==> src/rtl/uart_tx_fifo_param.sv <==
`default_nettype none
// ============================================================================
// Module   : uart_tx_fifo_param
// Brief    : UART transmitter with FIFO, none/even/odd parity, 1/2 stop bits.
// Revision : 1.0
// ============================================================================
module uart_tx_fifo_param #(
    parameter int DATA_W     = 8,
    parameter int FIFO_DEPTH = 8,
    parameter int DIV_W      = 16
) (
    input  logic                          clk,
    input  logic                          rst_n,
    input  logic                          tx_en,
    input  logic [DIV_W-1:0]              cfg_div,
    input  logic [1:0]                    cfg_parity,
    input  logic                          cfg_two_stop,
    input  logic [DATA_W-1:0]             wr_data,
    input  logic                          wr_valid,
    output logic                          wr_ready,
    input  logic                          ovf_clr,
    output logic                          tx_out,
    output logic                          busy,
    output logic [$clog2(FIFO_DEPTH):0]   fifo_level,
    output logic                          fifo_empty,
    output logic                          fifo_full,
    output logic                          ovf
);

    localparam int c_ADDR_W = $clog2(FIFO_DEPTH);
    localparam int c_LVL_W  = c_ADDR_W + 1;
    localparam int c_IDX_W  = $clog2(DATA_W);

    typedef enum logic [2:0] {
        S_IDLE   = 3'd0,
        S_START  = 3'd1,
        S_DATA   = 3'd2,
        S_PARITY = 3'd3,
        S_STOP   = 3'd4
    } state_t;

    // FIFO storage and pointers
    logic [DATA_W-1:0]   r_mem [FIFO_DEPTH];
    logic [c_ADDR_W-1:0] r_wr_ptr;
    logic [c_ADDR_W-1:0] r_rd_ptr;
    logic [c_LVL_W-1:0]  r_level;
    logic                r_ovf;

    // Frame registers
    state_t              r_state;
    logic [DATA_W-1:0]   r_word;
    logic [DATA_W-1:0]   r_shift;
    logic [DIV_W-1:0]    r_div;
    logic [DIV_W-1:0]    r_baud;
    logic [c_IDX_W-1:0]  r_idx;
    logic                r_par_en;
    logic                r_par_odd;
    logic                r_two_stop;
    logic                r_stop_cnt;
    logic                r_tx;
    logic                r_busy;

    logic                w_empty;
    logic                w_full;
    logic                w_push;
    logic                w_pop;
    logic                w_can_start;
    logic                w_bit_done;
    logic                w_frame_end;
    logic [DATA_W-1:0]   w_head;

    assign w_empty     = (r_level == '0);
    assign w_full      = (r_level == c_LVL_W'(FIFO_DEPTH));
    assign w_push      = wr_valid && !w_full;
    assign w_head      = r_mem[r_rd_ptr];
    assign w_can_start = tx_en && !w_empty && (cfg_div != '0);
    assign w_bit_done  = (r_baud == (r_div - DIV_W'(1)));
    assign w_frame_end = (r_state == S_STOP) && w_bit_done && (r_stop_cnt == r_two_stop);
    // Next frame may start straight out of the last stop period: no idle gap
    assign w_pop       = w_can_start && ((r_state == S_IDLE) || w_frame_end);

    always_ff @(posedge clk) begin
        if (w_push) begin
            r_mem[r_wr_ptr] <= wr_data;
        end
    end

    always_ff @(posedge clk or posedge rst_n) begin
        if (rst_n) begin
            r_wr_ptr <= '0;
            r_rd_ptr <= '0;
            r_level  <= '0;
            r_ovf    <= 1'b0;
        end else begin
            if (w_push) begin
                r_wr_ptr <= r_wr_ptr + c_ADDR_W'(1);
            end
            if (w_pop) begin
                r_rd_ptr <= r_rd_ptr + c_ADDR_W'(1);
            end
            case ({w_push, w_pop})
                2'b10:   r_level <= r_level + c_LVL_W'(1);
                2'b01:   r_level <= r_level - c_LVL_W'(1);
                default: r_level <= r_level;
            endcase
            // A new overflow takes priority over a clear in the same cycle
            if (wr_valid && w_full) begin
                r_ovf <= 1'b1;
            end else if (ovf_clr) begin
                r_ovf <= 1'b0;
            end
        end
    end

    always_ff @(posedge clk or posedge rst_n) begin
        if (rst_n) begin
            r_state    <= S_IDLE;
            r_word     <= '0;
            r_shift    <= '0;
            r_div      <= '0;
            r_baud     <= '0;
            r_idx      <= '0;
            r_par_en   <= 1'b0;
            r_par_odd  <= 1'b0;
            r_two_stop <= 1'b0;
            r_stop_cnt <= 1'b0;
            r_tx       <= 1'b1;
            r_busy     <= 1'b0;
        end else if (w_pop) begin
            r_state    <= S_START;
            r_word     <= w_head;
            r_shift    <= w_head;
            r_div      <= cfg_div;
            r_baud     <= '0;
            r_idx      <= '0;
            r_par_en   <= (cfg_parity == 2'b01) || (cfg_parity == 2'b10);
            r_par_odd  <= (cfg_parity == 2'b10);
            r_two_stop <= cfg_two_stop;
            r_stop_cnt <= 1'b0;
            r_tx       <= 1'b0;
            r_busy     <= 1'b1;
        end else begin
            if (r_state != S_IDLE) begin
                r_baud <= w_bit_done ? '0 : r_baud + DIV_W'(1);
            end
            case (r_state)
                S_IDLE: begin
                    r_tx   <= 1'b1;
                    r_busy <= 1'b0;
                end
                S_START: begin
                    if (w_bit_done) begin
                        r_state <= S_DATA;
                        r_idx   <= '0;
                        r_tx    <= r_shift[0];
                        r_shift <= r_shift >> 1;
                    end
                end
                S_DATA: begin
                    if (w_bit_done) begin
                        if (r_idx == c_IDX_W'(DATA_W - 1)) begin
                            if (r_par_en) begin
                                r_state <= S_PARITY;
                                r_tx    <= (^r_word) ^ r_par_odd;
                            end else begin
                                r_state    <= S_STOP;
                                r_tx       <= 1'b1;
                                r_stop_cnt <= 1'b0;
                            end
                        end else begin
                            r_idx   <= r_idx + c_IDX_W'(1);
                            r_tx    <= r_shift[0];
                            r_shift <= r_shift >> 1;
                        end
                    end
                end
                S_PARITY: begin
                    if (w_bit_done) begin
                        r_state    <= S_STOP;
                        r_tx       <= 1'b1;
                        r_stop_cnt <= 1'b0;
                    end
                end
                S_STOP: begin
                    if (w_bit_done) begin
                        if (r_stop_cnt == r_two_stop) begin
                            r_state <= S_IDLE;
                            r_tx    <= 1'b1;
                            r_busy  <= 1'b0;
                        end else begin
                            r_stop_cnt <= 1'b1;
                        end
                    end
                end
                default: begin
                    r_state <= S_IDLE;
                    r_tx    <= 1'b1;
                    r_busy  <= 1'b0;
                end
            endcase
        end
    end

    assign wr_ready   = !w_full;
    assign tx_out     = r_tx;
    assign busy       = r_busy;
    assign fifo_level = r_level;
    assign fifo_empty = w_empty;
    assign fifo_full  = w_full;
    assign ovf        = r_ovf;

endmodule
`default_nettype wire

==> config.mk <==
export PLATFORM = sky130hd
export DESIGN_NAME = uart_tx_fifo_param
export DESIGN_NICKNAME = d
export VERILOG_FILES = /design/src/rtl/uart_tx_fifo_param.sv
export SDC_FILE = /design/constraint.sdc
export NUM_CORES = 1
export LEC_CHECK = 0
export BUFFER_PORTS_ARGS = -buffer_cell sky130_fd_sc_hd__buf_2
export CORE_ASPECT_RATIO = 2
export CORE_MARGIN = 8
export CORE_UTILIZATION = 30
export DETAILED_ROUTE_END_ITERATION = 7
export HOLD_SLACK_MARGIN = 0.1
export PLACE_DENSITY = 0.45
export SYNTH_ARGS = -nofsm -noshare
export SYNTH_HDL_FRONTEND = slang
export SYNTH_SLANG_ARGS = --single-unit
==> constraint.sdc <==
create_clock -name clk -period 9.15 [get_ports clk]
set_clock_uncertainty 0.15 [all_clocks]
set_input_delay 0.915 -clock clk [delete_from_list [all_inputs] [get_ports clk]]
set_output_delay 0.915 -clock clk [all_outputs]
set_load 0.01 [all_outputs]
Word level (Yosys, flattened, before mapping) --
Memories as Yosys holds them, arrays and structs flattened. Index checks and enable logic that the tools add are counted.
Cells by class: add/sub/neg operators 7, eq/ne operators 23, multiplexer cells 48, bitwise operators 1, reductions and logical operators 27
Operator list (number):
- 16-bit 2-to-1 mux | 3
- 3-bit 2-to-1 mux | 12
- 8-bit 2-to-1 mux | 4
- 3-bit inequality test (second input constant) | 8
- 1-bit 2-to-1 mux | 22
- 16-bit by 1-bit adder with 16-bit output (second input constant) | 1
- 16-bit equality test | 1
- 8-bit case mux with 2 select lines | 1
- 16-bit nonzero test | 1
- 16-bit by 1-bit subtractor with 16-bit output (second input constant) | 1
- 3-bit case mux with 5 select lines | 1
- 7-bit AND reduction | 2
- 3-bit by 1-bit adder with 3-bit output (second input constant) | 3
- 4-bit case mux with 2 select lines | 1
- 8-bit parity | 1
- 1-bit logical AND | 7
- 3-bit by 2-bit equality test with 1-bit output (second input constant) | 2
- 3-bit equality test (second input constant) | 2
- 3-bit case mux with 2 select lines | 1
- 2-bit nonzero test | 3
- 3-bit nonzero test | 2
- 5-bit AND reduction | 1
- 4-bit by 1-bit adder with 4-bit output (second input constant) | 1
- 2-bit by 1-bit equality test with 1-bit output (second input constant) | 2
- other kinds (20) | 23
Word-level totals: register bits 71, RAM bits 64, bits of input ports 32, output and inout bits 10, logic and storage cells 123, memories 1
Memory list:
- r_mem | words 8, bits a word 8, read ports 1, clocked after memory_dff 0, wr ports 1, RTL line 43 | logic [DATA_W-1:0] r_mem [FIFO_DEPTH];

Longest topological paths before layout --
depth in word-level cells 8, gate-level depth with buffers 19, depth with buffers taken out 17

Worst setup path before layout --
OpenSTA, ideal clock, no wires.
kind register -> register, start point register r_div[0], end point register r_level[2], in the netlist fifo_level[2], library setup time 131 ps, arrival 3745 ps, data required time 8869 ps, setup slack 5124 ps, stages on the path, launching flop included 20, path buffers 2, period minus slack after synthesis 4026 ps, path through dfrtp_1 -> inv_1 -> ha_1 -> buf_2 -> nor2b_1 -> or3_1 -> a31o_2 -> nor4_4 -> nand4_4 -> o21ai_2 -> nand3_2 -> inv_2 -> buf_4 -> ha_1 -> xor2_1 -> ha_1 -> a21oi_1 -> xor2_1 -> nor2_1 -> xor2_1
Between the ends: cells in the longest elaborated chain, start to end 8, elaborated cells between the ends (all ways) 10, those cells by class add/sub: 1; eq/ne: 3; mux: 1; reduce/logical: 5
RTL lines:
- start, declared | RTL line 53 | logic [DIV_W-1:0] r_div;
- start signal, assigned | RTL line 133 | r_div <= cfg_div;
- 16-bit by 1-bit subtractor with 16-bit output (*) | RTL line 77 | assign w_bit_done = (r_baud == (r_div - DIV_W'(1)));
- 16-bit equality test (*) | RTL line 77
- 1-bit logical AND (*) (2 in series) | RTL line 78 | assign w_frame_end = (r_state == S_STOP) && w_bit_done && (r_stop_cnt == r_two_stop);
- 1-bit logical OR (*) | RTL line 80 | assign w_pop = w_can_start && ((r_state == S_IDLE) || w_frame_end);
- 1-bit logical AND (*) | RTL line 80
- net w_pop | RTL line 66 | logic w_pop;
- 2-bit by 1-bit equality test with 1-bit output or 2-bit equality test (tied branches) | RTL line 101 | case ({w_push, w_pop})
- 4-bit case mux with 2 select lines or 2-bit nonzero test (tied branches)
- end signal, assigned | RTL line 102 | 2'b10: r_level <= r_level + c_LVL_W'(1);
- end signal, assigned | RTL line 103 | 2'b01: r_level <= r_level - c_LVL_W'(1);
- end signal, assigned | RTL line 104 | default: r_level <= r_level;
- end, declared | RTL line 46 | logic [c_LVL_W-1:0] r_level;
The timed path passes the listed nets; every way through them passes the cells marked *. A chain may end at the register's enable or synchronous reset.

Worst setup path in the final report --
start point register r_div[0], end point register r_level[2], in the netlist fifo_level[2]
Between the ends: cells in the longest elaborated chain, start to end 8, elaborated cells between the ends (all ways) 10, those cells by class add/sub: 1; eq/ne: 3; mux: 1; reduce/logical: 5
RTL lines (RTL line):
- 16-bit by 1-bit subtractor with 16-bit output (*) | 77
- 16-bit equality test (*) | 77
- 1-bit logical AND (*) (2 in series) | 78
- 1-bit logical OR (*) | 80
- 1-bit logical AND (*) | 80
- 2-bit by 1-bit equality test with 1-bit output or 2-bit equality test (tied branches) | 101
- 4-bit case mux with 2 select lines or 2-bit nonzero test (tied branches)
Every way passes the cells marked *; elsewhere a longest branch is shown, timed or not.

==> qor_table.md <==
| Metric | This run | Unit |
|---|---|---|
| Status | finished, final reports clean | - |
| Total leakage power | 0.00322 | uW |
| Crit-path cells | inv_1 > ha_1 > o21ai_0 > or3_1 > a2111oi_0 > a311o_1 > nand4_4 > o21ai_2 > nand3_2 > inv_2 > ha_1 > xor2_1 > ha_1 > a21oi_1 > xor2_1 > nor2_1 > xor2_1 | - |
| Residual antenna-violating net count after detailed routing | 0 | - |
| Crit path arrival time | 5.47 | ns |
| Avg Synthesized Cell Area | 13.0 | um2 |
| Remaining Overflow, GRT | 0 | - |
| Final Hold Slack | 0.350 | ns |
| Master cell of the clock root buffer | sky130_fd_sc_hd__clkbuf_16 | - |
| Most common library cells after synthesis | sky130_fd_sc_hd__dfrtp_1 (70), sky130_fd_sc_hd__edfxtp_1 (64), sky130_fd_sc_hd__mux2i_1 (36) | - |
| Final hold vios | 0 | - |
| Post-synthesis simple-gate area fraction | 12.1 | % |
| Gp weighted congestion | 0.839 | - |
| Number of enable flip-flop cells after synthesis | 64 | - |
| Sequential cell area fraction in the yosys report | 56.3 | % |
| Compound-cell area share of the yosys netlist | 5.54 | % |
| Most crowded layer after global routing | met2 | - |
| Routed wire per std cell | 18.7 | um |
| Maximum number of pins on one net before global-route repair | 72 | - |
| Buffer depth of the longest clock path | 2 | - |
| Post-synthesis cell type count | 65 | - |
| Via density | 4.89 | - |
| Critical path data required time | 9.30 | ns |
| Starting density of the core | 30.6 | % |
| Total CTS buffers | 17 | - |
| F_max | 0.188 | GHz |
| Post-synth design cell area | 0.00658 | mm2 |
| Worst IR drop on VDD | 0.135 | mV |
| Ratio of cells with drive above 1 in the final layout | 22.7 | % |
| Clk_lat worst skew | 0.42 | ns |
| Die Width | 121 | um |
| Slew at the pin closest to its max-slew limit | 0.998 | ns |
| Slew HR | 31.8 | % |
| DRC violation total after the first TritonRoute iteration | 139 | - |
| Post-cts repair resize count | 0 | - |
| DP Worst Slack | 3.76 | ns |
| TritonCTS clock tree | yes | - |
| Most numerous cell in the Yosys netlist | sky130_fd_sc_hd__dfrtp_1 | - |
| Final wirelength | 15700 | um |
| Minimum period implied by the final worst setup slack | 5.32 | ns |
| Final instance area | 0.00771 | mm2 |
| Final sum of negative setup slack | 0 | ns |
| Synth area leaders | sky130_fd_sc_hd__edfxtp_1 (29%), sky130_fd_sc_hd__dfrtp_1 (27%), sky130_fd_sc_hd__mux2i_1 (5.5%), sky130_fd_sc_hd__mux4_2 (5.5%), sky130_fd_sc_hd__xor2_1 (2.9%) | - |
| Crit start category | flip-flop | - |
| Number of iterations in the first detailed-routing pass | 4 | - |
| Global router's overall resource usage | 12.5 | % |
| Period utilisation layout | 58.2 | % |
| Total of endpoints with negative setup slack in the final report | 0 | - |
| Met3 Use GR | 2.81 | % |
| CORE AREA | 0.0215 | mm2 |
| H-tree Lvls | 4 | - |
| Final setup margin | 3.83 | ns |
| Parity-gate share of the synthesized area counting xor and xnor cells | 6.41 | % |
| Category of the critical setup timing path | flip-flop to flip-flop | - |
| Number of global-route vias before repair | 4557 | - |
| Synthesized instance count | 505 | - |
| Ports | 42 | - |
| Fillcell total | 2174 | - |
| DRC errors left | 0 | - |
| Floorplan die height | 225 | um |
| Slowest cell on crit path | sky130_fd_sc_hd__nand3_2 | - |
| Num Clock Sinks | 135 | - |
| Number of max-capacitance violations reported | 0 | - |
| Portion of netlist area occupied by mux cells | 14.8 | % |
| Unrepaired setup endpoints after global routing | false | - |
| Antenna violations before repair | 0 | - |
| Count of input and output buffers | 41 | - |
| Area share of the leading cell type in the synthesized netlist | 29.2 | % |
| Hold-fix buffers, CTS | 0 | - |
| Rows | 76 | - |
| Post-Synth Adder-Cell Area | 1.90 | % |
| Cell taking the most area after synthesis | sky130_fd_sc_hd__edfxtp_1 | - |
| Ys flop type | sky130_fd_sc_hd__dfrtp_1 | - |
| Full die area | 0.0272 | mm2 |
| Power density over cell area | 209 | mW/mm2 |
| Combinational family with the most area after synthesis | multiplexers | - |
| Vias after detailed routing | 4097 | - |
| Seq cells post-synth | 135 | - |
| Kind of capture point of the worst setup path | flip-flop | - |
| Syn_nets | 547 | - |
| Count of final max-slew check failures | 0 | - |
| Syn. warnings | 0 | - |
| Met2 Use GR | 25.0 | % |
| CP max stage delay | 0.69 | ns |
| Met1 track utilization from global routing | 10.9 | % |
| Placement-stage cell area | 0.00708 | mm2 |
| Wire length of the first global-routing pass | 25200 | um |
| Clock transition time at the flip-flop clock pins of the worst setup and hold paths | 0.06 | ns |
| Half-perimeter wire length after placement | 11700 | um |
| Post-CTS Setup Inserts | 0 | - |
| Path class of the lowest-slack min-delay path | flip-flop to flip-flop | - |
| Ant diodes | 0 | - |
| Async set or reset register ratio after synthesis | 52.6 | % |
| Area added between synthesis and finish | 17.3 | % |
| CP max FO | 28 | - |
| Net count, final | 594 | - |
==> critical path, delay by kind of cell, from the launching register on <==
kind                     cells  cell delay (ns)
buffers and inverters        2             0.74
AO/OA/AOI/OAI                5             1.21
adder cells (fa/ha/maj)      3             0.95
XOR/XNOR                     3             0.39
AND/OR/NAND/NOR              4             1.31
flip-flops                   1             0.45
==> stage by stage <==
step / utilization (%) / instances / total power, uW
after global placement: 33.0 / 806 / 901
after floorplan: - / 505 / 832
after CTS: 35.9 / 838 / 1640
final: 35.9 / 838 / 1620
after detailed placement: 33.0 / 806 / 908
after global routing: 35.9 / 838 / 1690
==> where the power goes <==
| group | internal [uW] | leakage [uW] | switching, uW |
|---|---|---|---|
| Clock | 471 | 0.000300 | 258 |
| Sequential | 700 | 0.00143 | 38.5 |
| Combinational | 59.3 | 0.00149 | 90.1 |
| Total | 1230 | 0.00322 | 386 |
==> worst paths after layout <==
path | from | end | slack [ns] | cells after the start
setup / recovery | r_div[0]$_DFFE_PP0N_ | fifo_level[2]$_DFFE_PP0P_ | 3.83 | 17
hold / removal | tx_out$_DFFE_PP1P_ | tx_out$_DFFE_PP1P_ | 0.35 | 2
setup reg to reg | r_div[0]$_DFFE_PP0N_ | fifo_level[2]$_DFFE_PP0P_ | 3.83 | 17
hold reg to reg | tx_out$_DFFE_PP1P_ | tx_out$_DFFE_PP1P_ | 0.35 | 2
max in group asynchronous | rst_n | r_baud[14]$_DFFE_PP0P_ | 7.60 | 3
min in group asynchronous | rst_n | fifo_level[3]$_DFFE_PP0P_ | 0.63 | 3
==> registers in the layout (all words and copies together), names as in the netlist <==
register    flops
r_div          16
fifo_level      4
r_mem          64
r_rd_ptr        3
r_stop_cnt      1
busy            1
r_idx           3
r_word          8
r_shift         8
r_par_odd       1
r_baud         16
r_state         3
tx_out          1
r_par_en        1
r_wr_ptr        3
r_two_stop      1
ovf             1
==> layer usage <==
| metal | up-vias | wire [um] |
|---|---|---|
| li1 | 1945 | - |
| met1 | 2081 | 5270 |
| met2 | 51 | 9520 |
| met3 | 20 | 370 |
| met4 | 0 | 514 |
| met5 | - | 0 |
==> layout make-up <==
cell class | instances | area [um2] | area share (%)
clock buffer | 21 | 460 | 5.97
tap | 273 | 342 | 4.43
inverter | 29 | 109 | 1.41
clock inverter | 11 | 170 | 2.21
sequential | 135 | 3700 | 48.0
timing repair buffer | 45 | 235 | 3.05
multi-input combinational | 324 | 2700 | 35.0
==> cell families after synthesis <==
family | count (synthesis)
multiplexers | 74
adder cells (fa/ha/maj) | 10
AND/OR/NAND/NOR | 142
AO/OA/AOI/OAI | 53
flip-flops | 135
buffers and inverters | 46
XOR/XNOR | 45
==> placed cells by master (no fill, tap or decap), drive strengths merged, types with 14 or more instances in the layout <==
cell	n
buf	45
clkbuf	21
dfrtp	70
edfxtp	64
inv	31
mux2	22
mux2i	36
mux4	16
nand2	30
nand3	14
nor2	28
o21ai	16
xnor2	21
xor2	22
No activity file was read; power rests on OpenSTA's default activity.
